**src/rtl/doorlock_dual_mode_pkg.sv**
```systemverilog
// Shared types, widths and default parameters for the dual-mode door lock.
package doorlock_dual_mode_pkg;

    // Controller mode: normal unlock operation or new-password entry
    typedef enum logic {
        MODE_ACTIVE = 1'b0,
        MODE_SET    = 1'b1
    } mode_e;

    localparam int DIGIT_W          = 4;
    localparam int NUM_KEYS         = 10;
    localparam int MAX_DIGITS_DEF   = 8;
    localparam int DB_CYCLES_DEF    = 4;
    localparam int HOLD_CYCLES_DEF  = 4;

    // True when exactly one key of the digit bus is set
    function automatic logic isOneHot(input logic [NUM_KEYS-1:0] keys);
        return (keys != '0) && ((keys & (keys - NUM_KEYS'(1))) == '0);
    endfunction

    // Index of the set key; only meaningful for a one-hot input
    function automatic logic [DIGIT_W-1:0] keyToDigit(input logic [NUM_KEYS-1:0] keys);
        logic [DIGIT_W-1:0] digit;
        digit = '0;
        for (int k = 0; k < NUM_KEYS; k++) begin
            if (keys[k]) begin
                digit = DIGIT_W'(k);
            end
        end
        return digit;
    endfunction

endpackage

```
**src/rtl/doorlock_dual_mode_key_debounce.sv**
```systemverilog
// Debouncer for one active-low pushbutton, producing a single-cycle press event.
module key_debounce
    import doorlock_dual_mode_pkg::*;
#(
    parameter int DB_CYCLES = DB_CYCLES_DEF
) (
    input  logic clk,
    input  logic rst,
    input  logic btn_n_i,
    output logic press_o
);

    localparam int CW = $clog2(DB_CYCLES + 1);

    logic          sync_q;
    logic          level_q, level_d;
    logic [CW-1:0] stableCnt_q, stableCnt_d;
    logic          press_q, press_d;

    // Register the raw button once; reset value is "released" (high)
    always_ff @(posedge clk or posedge rst) begin
        if (rst) begin
            sync_q <= 1'b1;
        end else begin
            sync_q <= btn_n_i;
        end
    end

    // Count consecutive samples disagreeing with the debounced level and flip after DB_CYCLES of them
    always_comb begin
        level_d     = level_q;
        stableCnt_d = '0;
        press_d     = 1'b0;
        if ((~sync_q) != level_q) begin
            if (stableCnt_q == CW'(DB_CYCLES - 1)) begin
                level_d = ~level_q;
                press_d = ~level_q;
            end else begin
                stableCnt_d = stableCnt_q + CW'(1);
            end
        end
    end

    // Debounced level, run counter and registered press event
    always_ff @(posedge clk or posedge rst) begin
        if (rst) begin
            level_q     <= 1'b0;
            stableCnt_q <= '0;
            press_q     <= 1'b0;
        end else begin
            level_q     <= level_d;
            stableCnt_q <= stableCnt_d;
            press_q     <= press_d;
        end
    end

    assign press_o = press_q;

endmodule

```
**src/rtl/doorlock_dual_mode.sv**
```systemverilog
// Keypad door lock with ACTIVE (unlock) and SET (new password) modes and timed open/alarm pulses.
module doorlock_dual_mode
    import doorlock_dual_mode_pkg::*;
#(
    parameter int MAX_DIGITS  = MAX_DIGITS_DEF,
    parameter int DB_CYCLES   = DB_CYCLES_DEF,
    parameter int HOLD_CYCLES = HOLD_CYCLES_DEF
) (
    input  logic                clk,
    input  logic                rst,
    input  logic                star,
    input  logic                sharp,
    input  logic [NUM_KEYS-1:0] number,
    output logic                open,
    output logic                alarm,
    output logic                mode_active,
    output logic                mode_set
);

    localparam int CW = $clog2(MAX_DIGITS + 1);
    localparam int IW = (MAX_DIGITS > 1) ? $clog2(MAX_DIGITS) : 1;
    localparam int HW = $clog2(HOLD_CYCLES + 1);

    mode_e                state_q, state_d;
    logic [NUM_KEYS-1:0]  numSync_q, numPrev_q;
    logic [DIGIT_W-1:0]   entry_q [MAX_DIGITS];
    logic [DIGIT_W-1:0]   entry_d [MAX_DIGITS];
    logic [DIGIT_W-1:0]   pass_q  [MAX_DIGITS];
    logic [DIGIT_W-1:0]   pass_d  [MAX_DIGITS];
    logic [CW-1:0]        entryCnt_q, entryCnt_d;
    logic [CW-1:0]        passLen_q, passLen_d;
    logic                 ovf_q, ovf_d;
    logic                 open_q, open_d;
    logic                 alarm_q, alarm_d;
    logic [HW-1:0]        hold_q, hold_d;

    logic                 starEvt, sharpEvt, digitEvt, keyEvt;
    logic                 digitsEqual, match;

    key_debounce #(.DB_CYCLES(DB_CYCLES)) u_star (
        .clk     (clk),
        .rst     (rst),
        .btn_n_i (star),
        .press_o (starEvt)
    );

    key_debounce #(.DB_CYCLES(DB_CYCLES)) u_sharp (
        .clk     (clk),
        .rst     (rst),
        .btn_n_i (sharp),
        .press_o (sharpEvt)
    );

    // Two-stage capture of the digit bus so a fresh key is seen as a 0 -> one-hot step
    always_ff @(posedge clk or posedge rst) begin
        if (rst) begin
            numSync_q <= '0;
            numPrev_q <= '0;
        end else begin
            numSync_q <= number;
            numPrev_q <= numSync_q;
        end
    end

    assign digitEvt = (numPrev_q == '0) && isOneHot(numSync_q);
    assign keyEvt   = starEvt || sharpEvt;

    // Compare the entry against the stored password
    always_comb begin
        digitsEqual = 1'b1;
        for (int i = 0; i < MAX_DIGITS; i++) begin
            if ((i < int'(passLen_q)) && (entry_q[i] != pass_q[i])) begin
                digitsEqual = 1'b0;
            end
        end
        match = digitsEqual && (entryCnt_q == passLen_q) && (passLen_q != '0) && !ovf_q;
    end

    // Mode FSM, entry buffer, password store and pulse timer next-state
    always_comb begin
        state_d    = state_q;
        entry_d    = entry_q;
        entryCnt_d = entryCnt_q;
        ovf_d      = ovf_q;
        pass_d     = pass_q;
        passLen_d  = passLen_q;
        open_d     = open_q;
        alarm_d    = alarm_q;
        hold_d     = hold_q;

        if (open_q || alarm_q) begin
            if (hold_q == '0) begin
                open_d  = 1'b0;
                alarm_d = 1'b0;
            end else begin
                hold_d = hold_q - HW'(1);
            end
        end

        if (digitEvt && !keyEvt) begin
            if (entryCnt_q == CW'(MAX_DIGITS)) begin
                ovf_d = 1'b1;
            end else begin
                entry_d[entryCnt_q[IW-1:0]] = keyToDigit(numSync_q);
                entryCnt_d                  = entryCnt_q + CW'(1);
            end
        end

        case (state_q)
            MODE_ACTIVE: begin
                if (sharpEvt) begin
                    state_d    = MODE_SET;
                    entry_d    = '{default: '0};
                    entryCnt_d = '0;
                    ovf_d      = 1'b0;
                    open_d     = 1'b0;
                    alarm_d    = 1'b0;
                end else if (starEvt) begin
                    open_d     = match;
                    alarm_d    = !match;
                    hold_d     = HW'(HOLD_CYCLES - 1);
                    entry_d    = '{default: '0};
                    entryCnt_d = '0;
                    ovf_d      = 1'b0;
                end
            end
            MODE_SET: begin
                if (sharpEvt) begin
                    if ((entryCnt_q != '0) && !ovf_q) begin
                        pass_d    = entry_q;
                        passLen_d = entryCnt_q;
                    end
                    state_d    = MODE_ACTIVE;
                    entry_d    = '{default: '0};
                    entryCnt_d = '0;
                    ovf_d      = 1'b0;
                end
                open_d  = 1'b0;
                alarm_d = 1'b0;
            end
            default: begin
                state_d = MODE_ACTIVE;
            end
        endcase
    end

    // State, buffers and output registers
    always_ff @(posedge clk or posedge rst) begin
        if (rst) begin
            state_q    <= MODE_ACTIVE;
            entry_q    <= '{default: '0};
            entryCnt_q <= '0;
            ovf_q      <= 1'b0;
            pass_q     <= '{default: '0};
            passLen_q  <= '0;
            open_q     <= 1'b0;
            alarm_q    <= 1'b0;
            hold_q     <= '0;
        end else begin
            state_q    <= state_d;
            entry_q    <= entry_d;
            entryCnt_q <= entryCnt_d;
            ovf_q      <= ovf_d;
            pass_q     <= pass_d;
            passLen_q  <= passLen_d;
            open_q     <= open_d;
            alarm_q    <= alarm_d;
            hold_q     <= hold_d;
        end
    end

    assign open        = open_q;
    assign alarm       = alarm_q;
    assign mode_active = (state_q == MODE_ACTIVE);
    assign mode_set    = (state_q == MODE_SET);

endmodule

```
**config.mk**
```make
export PLATFORM = sky130hd
export DESIGN_NAME = doorlock_dual_mode
export DESIGN_NICKNAME = d
export VERILOG_FILES = /design/src/rtl/doorlock_dual_mode_pkg.sv /design/src/rtl/doorlock_dual_mode_key_debounce.sv /design/src/rtl/doorlock_dual_mode.sv
export SDC_FILE = /design/constraint.sdc
export NUM_CORES = 1
export LEC_CHECK = 0
export ABC_AREA = 1
export ABC_CLOCK_PERIOD_IN_PS = 8900
export CORE_MARGIN = 3
export CORE_UTILIZATION = 55
export DETAILED_ROUTE_END_ITERATION = 8
export GPL_ROUTABILITY_DRIVEN = 0
export PLACE_DENSITY_LB_ADDON = 0.15
export SLEW_MARGIN = 10
export SYNTH_ARGS = -nofsm -noshare
export SYNTH_HDL_FRONTEND = slang
export SYNTH_HIERARCHICAL = 1
export SYNTH_SLANG_ARGS = --single-unit
export TNS_END_PERCENT = 100
```
**constraint.sdc**
```tcl
create_clock -name clk -period 8.9 [get_ports clk]
set_input_delay 1.335 -clock clk [delete_from_list [all_inputs] [get_ports clk]]
set_output_delay 1.335 -clock clk [all_outputs]
set_load 0.02 [all_outputs]
```
### Yosys cells after proc, flatten, opt, wreduce, memory -nomap -nowiden

Index checks and enable logic that the tools add are counted.

* flip-flop bits (word level): 111
* bits of input ports: 14

* reductions and logical operators: 31
* multiplexer cells: 64
* add/subtract/negate cells: 5
* equal/unequal tests: 16
* bitwise operators: 7
* magnitude comparators: 10

Operators by type and width (count)
* 2-to-1 mux 32 bit: 5
* 2-to-1 mux 4 bit: 16
* case mux 32 bit (2 select lines): 1
* bitwise mux 32 bit: 1
* inequality test 4 bit: 8
* 2-to-1 mux 3 bit: 9
* 2-to-1 mux 1 bit: 26
* logical NOT 10 bit: 2
* logical AND 1 bit: 16
* < comparator 3 x 4 -> 1 bit (first input constant): 4
* demux 4 bit (select 3 bit): 1
* bitwise AND 10 bit: 1
* nonzero test 10 bit: 1
* subtractor 10 x 1 -> 10 bit (second input constant): 1
* < comparator 1 x 4 -> 1 bit (first input constant): 2
* < comparator 2 x 4 -> 1 bit (first input constant): 2
* inequality test 4 x 1 -> 1 bit (second input constant): 2
* case mux 1 bit (2 select lines): 4
* case mux 4 bit (2 select lines): 1
* nonzero test 4 bit: 2
* adder 3 x 1 -> 3 bit (second input constant): 2
* equality test 3 x 2 -> 1 bit (second input constant): 2
* AND reduction 2 bit: 3
* inverter 1 bit: 5
* other kinds (12): 16

### Depth between registers and ports, before layout

Gate-level depths: netlist (run 1).

* depth after elaboration: 17
* gate-level depth with buffers: 12
* depth with buffers taken out: 12

### Hierarchy

Netlist (run 1), hierarchy kept.

Modules (own cells, without submodules)
* doorlock_dual_mode: times used 1, cells an instance 611, sequential area each 2477.4 um^2, area an instance 4918.5 um^2
* key_debounce: times used 2, cells an instance 27, sequential area each 151.4 um^2, area an instance 246.5 um^2

### Worst setup path before layout (run 1)

Ideal clock, no wire load.

* path type: flip-flop to output port
* from: register state_q (netlist: mode_set)
* to: output mode_active
* setup slack: 6.888 ns
* data required time: 7.565 ns
* data arrival time: 0.677 ns
* cell stages (with the launch flop): 2
* cells stage by stage: dfrtp_1 > inv_1

* cells in the longest elaborated chain, start to end: 1

RTL lines
* from (decl): line doorlock_dual_mode.sv:24 `mode_e state_q, state_d;`
* from (signal assigned): line doorlock_dual_mode.sv:160 `state_q <= state_d;`
* inverter 1 bit
* to (decl): line doorlock_dual_mode.sv:16 `output logic mode_active,`

Every way passes these cells.

### Worst setup path in the final report (run 1)

Same ends and word-level chain as after synthesis.

==> results list, run 1 <==
- Result of the run: complete, no violations
- Cell accounting for the most synthesized area: dfrtp_1
* Total Die Area: 11100 sq um
- After synthesis, the cell types taking the most area are dfrtp_1, nand2_1, nor2_1, inv_1, o21ai_0.
* Cell with the largest stage delay on the worst path: clkdlybuf4s50_1
- Overall routed net length: 10600 um
* DRC violation total after the first TritonRoute iteration: 215
- Routed vias: 4120
- Required time at the endpoint of the critical path: 7.57 ns
* Net load switching power: 0.275 mW
- The largest single stage delay on the critical path is 0.63 ns.
- Starting density of the core: 0.575
* Diode count: 0
- Maximum number of pins on one net before global-route repair: 77
* Wire length of the first global-routing pass: 18700 um
- Headroom to the max-slew limit: 0.308
- The number of placed instances, taps included, is 803.
- In this run the number of cells on the critical path is 2.
* Arithmetic-cell share of the synthesized area counting full adders, half adders and majority gates: 0.0162
* Combinational family with the most area after synthesis: simple AND/OR/NAND/NOR gates
- The initial antenna violation count is 0.
- The startpoint identified for the worst hold timing path is numSync_q[0]$_DFF_PP0_.
* Cell Int Power: 0.694 mW
- Average wire per cell in the routed design: 13.0 um
- Yosys warnings: 6
- Detailed Place HPWL: 7310 um
- Crit path capture: mode_active
- For this design, the sink count on the clock tree is 111.
- Post-CTS timing repair inserted 0 buffers for setup.
* Share of power burned in the clock network: 0.289
* Most instantiated library cell after synthesis: nand2_1
- The longest clock path from root to sink contains 2 buffers.
- Max-cap violations in this run came to 0.
* Number of gates resized after CTS: 0
- Switching Fraction: 0.284
* Drt drc: 0
* Worst Max-Slew Pin Slew: 1.04 ns
- Cell row count: 35
- At the later pin of the worst-skew pair, clock insertion delay measures 0.37 ns.
- The tightest hold path in the finished design has a slack of 0.487 ns.
- Share of power burned in combinational logic: 0.139
- Of the total power, registers draw 0.572.
- The number of buffers and inverters on the critical path is 2.
* Number of H-tree branching levels: 3
- Capture point of the worst reg-to-reg path: pass_q[18]$_DFFE_PP0P_
* Multi-input combinational cell area: 2230 sq um
- Maximum VDD drop: 155 uV
- Worst Setup Slack post-DPL: 5.87 ns
- Kind of capture point of the worst setup path: primary output
* Portion of netlist area occupied by mux cells: 0
- Crit Path Category: flop to primary output
- Reg-to-reg startpoint: entryCnt_q[0]$_DFF_PP0_
* Simple-gate portion of the synthesized area: 0.284
- Period utilization: 0.327
- After technology mapping, the gate count stands at 665.
- Yosys reg bits: 111
- In this run the standard cell core region covers 9420 sq um.
* Arrival time worst endpoint: 1.57 ns
- For this run, the register share of the synthesized area comes to 0.514.
- Adding up every negative setup slack in the final design gives 0 ns.
- Yosys mapped a number of flops with a built-in enable equal to 0.
- Crit Path Max Fanout: 4
- The pre-antenna-repair detailed-routing pass consisted of 4 iterations.
- Setup repair after global routing missed its margin: false
- Of the post-synthesis cell area, the dominant cell type holds 0.504.
- CTS placed an instance of clkbuf_8 at the clock tree root.
- In this run the tool buffered the top-level ports with 17 buffer cells.
- Setup violations remaining at the end of the flow were counted as 0.
- Antenna-violating nets left: 0
- CTS tree: yes
- The area growth from synthesis to layout is 8.99%.
- Final max-slew violation count: 0
* Power per Cell Area: 164 nW/um^2
- Via count normalized by instance count: 5.03
- The tightest min-delay check is of the flop to flop type.
* Fill cell total of the finished layout: 841
- Footprint of the flip-flops and latches: 2780 sq um
- Among all flip-flop cells after synthesis, the most frequent one is dfrtp_1.
* Post-synth cell types: 39
- Crit path time final: 2.91 ns
* Share of post-route cells with drive strength above 1: 0.0768
- Xor-xnor portion of the synthesized cell area: 0.0324
* Layout net count: 706
- Mapped Nets: 686
* Die height: 105 um
* Clock-pin slew on the worst setup and hold paths: 0.10 ns
- In this run the static leakage power is 2.99 nW.
- Most numerous cell types in the synthesized netlist: nand2_1, dfrtp_1, nor2_1
- Between clock sinks in the finished design, the worst skew comes to 0.0116 ns.
- After clock tree synthesis, the flow added hold-fix buffers numbering 0.
- Worst path setup slack after routing: 5.99 ns
- In this run, CTS created clock tree buffers numbering 9.
* Die span in x: 105 um
* Final std cells w/o fill: 819
- Critical Path Source: mode_set$_DFF_PP0_
* R2r setup slk: 6.68 ns
- Worst reg-to-reg path cell count: 5
- In this run the count of I/O pins placed on the die edge is 18.
- Category of cells accounting for the largest share of critical-path delay: buffers and inverters
* Upper clock frequency limit: 0.344 GHz
* Async set or reset register ratio after synthesis: 1.00
- The critical path goes through inv_1 -> clkdlybuf4s50_1.
- Via count of the first global-routing pass: 4108
- STA classifies the critical path startpoint as a flop.
- Average cell area after synthesis: 8.14 sq um
* Total global routing track utilization: 0.208
- Congestion Overflow GR: 0
* Synthesized-area fraction occupied by ao, oa, aoi and oai cells: 0.0784
- Cell area after synthesis: 5410 sq um
- The count of endpoints failing hold in the final timing report was 0.
[cell families (layout without fill, tap and decap cells)]
kind of cell,after synthesis,count (layout)
buf+inv,103,128
xor+xnor,20,20
flops,111,111
fa+ha+maj,7,7
simple gates,347,347
compound gates,77,77
[per-layer routing]
| metal | wire, um | track usage | share of wire | up-vias |
|---|---|---|---|---|
| met5 | 0 | 0 | 0 | - |
| met4 | 164 | 0.0778 | 0.015 | 0 |
| met3 | 471 | 0.0272 | 0.044 | 13 |
| met2 | 5090 | 0.346 | 0.48 | 82 |
| met1 | 4900 | 0.278 | 0.46 | 1913 |
| li1 | - | - | - | 2112 |
[stage by stage]
| stage | util | area [sq um] | total power, mW |
|---|---|---|---|
| after floorplan | - | 5410 | 0.655 |
| after global placement | 0.607 | 5720 | 0.692 |
| after detailed placement | 0.607 | 5720 | 0.701 |
| after CTS | 0.626 | 5900 | 0.983 |
| after global routing | 0.626 | 5900 | 1.03 |
| final | 0.626 | 5900 | 0.970 |
[flip-flops by register name (all words and copies together), names as in the netlist]
register / count
alarm: 1
entryCnt_q: 4
entry_q: 32
hold_q: 3
mode_set: 1
numPrev_q: 10
numSync_q: 10
open: 1
ovf_q: 1
passLen_q: 4
pass_q: 32
u_sharp/level_q: 1
u_sharp/press_o: 1
u_sharp/stableCnt_q: 3
u_sharp/sync_q: 1
u_star/level_q: 1
u_star/press_o: 1
u_star/stableCnt_q: 3
u_star/sync_q: 1
[layout by cell type, fill, tap and decap left out, types with 2 or more instances in the layout]
| cell type | n |
|---|---|
| o2111ai_1 | 2 |
| clkbuf_8 | 10 |
| nand3_2 | 3 |
| nor3_1 | 7 |
| nand4_1 | 11 |
| dfstp_2 | 2 |
| xor2_1 | 10 |
| nor2_4 | 2 |
| ha_1 | 7 |
| o21ai_0 | 46 |
| nand3_1 | 18 |
| a21oi_1 | 11 |
| inv_2 | 2 |
| xnor2_1 | 10 |
| o21ai_1 | 9 |
| clkinv_1 | 3 |
| nand2_1 | 180 |
| nor2_1 | 98 |
| clkinv_2 | 2 |
| nor4_1 | 4 |
| nor2_2 | 9 |
| buf_4 | 3 |
| clkdlybuf4s50_1 | 17 |
| nand3_4 | 4 |
| o21bai_1 | 3 |
| inv_1 | 86 |
| clkinv_4 | 3 |
| dfrtp_1 | 109 |
| nand2_2 | 5 |
[worst min-delay path by stage]
stage / end / cells after the start
after floorplan: numPrev_q[5]$_DFF_PP0_ / 0
after global placement: numPrev_q[0]$_DFF_PP0_ / 0
after detailed placement: numPrev_q[0]$_DFF_PP0_ / 0
after CTS: numPrev_q[0]$_DFF_PP0_ / 0
after global routing: u_star/press_o$_DFF_PP0_ / 1
final: numPrev_q[0]$_DFF_PP0_ / 0
[power groups by stage]
stage	clock (mW)	sequential, mW	combinational (mW)
6_report	0.280	0.555	0.135
5_1_grt	0.313	0.559	0.157
4_1_cts	0.292	0.555	0.137
3_5_place_dp	0	0.564	0.137
3_3_place_gp	0	0.562	0.130
2_1_floorplan	0	0.563	0.0918
[layout make-up]
| type | count | share of cell area |
|---|---|---|
| clock inverters | 6 | 0.00764 |
| inverters | 92 | 0.0590 |
| repair buffers | 20 | 0.0327 |
| multi-input cells | 451 | 0.379 |
| well taps | 129 | 0.0274 |
| flip-flops and latches | 111 | 0.471 |
| clock buffers | 10 | 0.0233 |
No activity file was read; power rests on OpenSTA's default activity.
==> run 2: changes to the inputs <==
--- a/config.mk
+++ b/config.mk
@@ -6,7 +6,7 @@
 export NUM_CORES = 1
 export LEC_CHECK = 0
 export ABC_AREA = 1
-export ABC_CLOCK_PERIOD_IN_PS = 8900
+export ABC_CLOCK_PERIOD_IN_PS = 2600
 export CORE_MARGIN = 3
 export CORE_UTILIZATION = 55
 export DETAILED_ROUTE_END_ITERATION = 8
==> constraint.sdc (replaced) <==
create_clock -name clk -period 2.6 [get_ports clk]
set_input_delay 0.39 -clock clk [delete_from_list [all_inputs] [get_ports clk]]
set_output_delay 0.39 -clock clk [all_outputs]
set_load 0.02 [all_outputs]
==> results list, run 2 (synthesis results as in run 1) <==
- Result of the run: complete, no violations
* Largest registers in the final layout: entry_q (32), pass_q (32)
- Number of buffers created by CTS: 9 (unchanged)
- Category of cells accounting for the largest share of critical-path delay: simple AND/OR/NAND/NOR gates
* Total Die Area: 11100 sq um (unchanged)
- The initial antenna violation count came to 0 (unchanged).
- STA classifies the critical path startpoint as a flop.
* Final max-slew violation count: 0 (unchanged)
- Clock-pin slew on the worst setup and hold paths: 0.10 ns (about the same)
- The leakage power was 3.01 nW (+0.69%).
- Total of buffers placed on input and output ports: 17 (unchanged)
- Min-Delay Path Class: primary input to async pin
* Antenna-violating nets left: 0 (unchanged)
* Worst Setup Slack post-DPL: 0.506 ns (-5.37 ns)
* Maximum VDD drop: 533 uV (+240%)
- TritonCTS built the clock tree.
* Worst Max-Slew Pin Slew: 0.893 ns (-0.145 ns)
- Upper clock frequency limit: 0.476 GHz
* Via count of the first global-routing pass: 4062 (-1.1%)
* Setup TNS: 0 ns (unchanged)
- Global routing usage on met2: 0.351 (+0.00501)
- The number of buffers added to fix hold violations after cts came to 0 (unchanged).
- Maximum clock path buffer count: 2 (unchanged)
- Crit Path Max Fanout: 10 (+6)
* Layout net count: 710 (+0.57%)
- Most frequent cells in the layout: nand2_1, dfrtp_1, nor2_1
- Commonest non-fill, non-tap cell in the layout: nand2_1
- By instance count, the cell type seen most on the critical path is nand2_1.
* Post-synthesis to final-layout area growth: 10.1%
* Hold violation count in the final report: 0 (unchanged)
- Number of iterations in the first detailed-routing pass: 4 (unchanged)
* Capture point of the worst reg-to-reg path: entry_q[27]$_DFF_PP0_
- Cell with the largest stage delay on the worst path: nor4_1
- Max capacitance violation total: 0 (unchanged)
- The flop-to-flop setup slack came to 0.50 ns (-6.18 ns).
- CTS placed an instance of clkbuf_8 at the clock tree root.
* Maximum number of pins on one net before global-route repair: 42 (-45%)
- Top Ports: 18 (unchanged)
* Power per Cell Area: 559 nW/um^2 (+240%)
* Wire length of the first global-routing pass: 18400 um (-1.3%)
- The met3 track demand over resource in global routing is 0.0414 (+0.0142).
- Crit Path Category: flop to flop
* Starting density of the core: 0.575 (unchanged)
- The die height was 105 um (unchanged).
- Kind of capture point of the worst setup path: flop
- The routed via count was 4168 (+1.2%).
- Diode count: 0 (unchanged)
* Worst-Skew Late Latency: 0.37 ns (about the same)
- The number of gates given a new drive strength after cts was 0 (unchanged).
- The number of remaining DRC errors came to 0 (unchanged).
* Core area: 9420 sq um (unchanged)
* Stage delay of the slowest cell on the critical path: 0.51 ns (-0.12 ns)
* Cell row count: 35 (unchanged)
- The number of filler cells placed in the layout came to 826 (-1.8%).
* Die span in x: 105 um (unchanged)
- Max Clock Skew: 0.0100 ns (-0.00160 ns)
* Total design power: 3.33 mW (+240%)
* Crit path time final: 2.10 ns
- The most critical setup path has its startpoint at entryCnt_q[0]$_DFF_PP0_.
* Crit path buf inv count: 2 (unchanged)
- The share of layout cells above drive strength 1 came to 0.0807 (+0.00388).
* Met1 Track Usage GR: 0.261 (-0.0169)
* Via count normalized by instance count: 5.06 (+0.67%)
- The depth of the worst register-to-register path came to 9 (+4).
* Worst path setup slack after routing: 0.499 ns (-5.49 ns)
* Arrival time worst endpoint: 2.40 ns (+0.83 ns)
* Headroom to the max-slew limit: 0.404 (+0.0961)
- Traced cell by cell, the critical path runs through inv_1 -> ha_1 -> nand2_1 -> inv_1 -> nor4_1 -> nand3_4 -> nand2_1 -> nand2_1 -> nor2_1.
- Dividing the final minimum period by the clock period gives 0.808.
- The endpoint required time on the critical path came to 2.90 ns (-4.67 ns).
- Average wire per cell in the routed design: 12.9 um (-0.59%)
- The number of failing setup endpoints in the final timing report came to 0 (unchanged).
- Post CTS Setup Buffer Count: 0 (unchanged)
* Reg-to-reg startpoint: entryCnt_q[0]$_DFF_PP0_
* Total global routing track utilization: 0.205 (-0.00310)
* Setup repair after global routing missed its margin: false
- met2 is the most crowded layer.
* Number of H-tree branching levels: 3 (unchanged)
- Clock net sink count: 111 (unchanged)
- The HPWL after detailed placement is 7600 um (+4.0%).
- The total global routing overflow was 0 (unchanged).
* Overall routed net length: 10600 um (-0.10%)
- The number of design-rule violations left by the first detailed-router iteration came to 338 (+57%).
==> run 2: layer usage <==
metal / up-vias / share of wire / wire length, um
met2: 66 / 0.49 / 5250
met4: 0 / 0.020 / 213
met5: - / 0 / 0
met1: 1968 / 0.45 / 4770
li1: 2117 / - / -
met3: 17 / 0.036 / 380
==> run 2: power by group <==
group          total (mW)  switching [mW]  internal, mW
Sequential           1.90          0.0762          1.82
Combinational       0.463           0.283         0.179
Clock               0.968           0.564         0.404
==> run 2: cell type report <==
| type | count | area (sq um) | share of cell area |
|---|---|---|---|
| Inverter | 92 | 349 | 0.0586 |
| Timing Repair Buffer | 24 | 248 | 0.0416 |
| Clock inverter | 4 | 30.0 | 0.00504 |
| Tap cell | 129 | 161 | 0.0271 |
| Multi-Input combinational cell | 451 | 2230 | 0.375 |
| Sequential cell | 111 | 2780 | 0.467 |
| Clock buffer | 12 | 155 | 0.0260 |
==> run 2: worst max-delay path by stage <==
stage | end | slack, ns | depth (start not counted)
2_1_floorplan | entry_q[16]$_DFF_PP0_ | 0.84 | 8
3_3_place_gp | entry_q[23]$_DFF_PP0_ | 0.58 | 8
3_5_place_dp | entry_q[27]$_DFF_PP0_ | 0.51 | 9
4_1_cts | entry_q[27]$_DFF_PP0_ | 0.49 | 9
5_1_grt | entry_q[27]$_DFF_PP0_ | 0.28 | 9
6_report | entry_q[27]$_DFF_PP0_ | 0.50 | 9
==> run 2: metrics by stage <==
| step | util | hold slack [ns] | cell area, sq um | cells |
|---|---|---|---|---|
| finish | 0.633 | 0.345 | 5960 | 823 |
| floorplan | - | 0.180 | 5420 | 665 |
| global placement | 0.613 | 0.464 | 5770 | 807 |
| CTS | 0.633 | 0.336 | 5960 | 823 |
| detailed placement | 0.613 | 0.457 | 5770 | 807 |
| global route | 0.633 | 0.360 | 5960 | 823 |
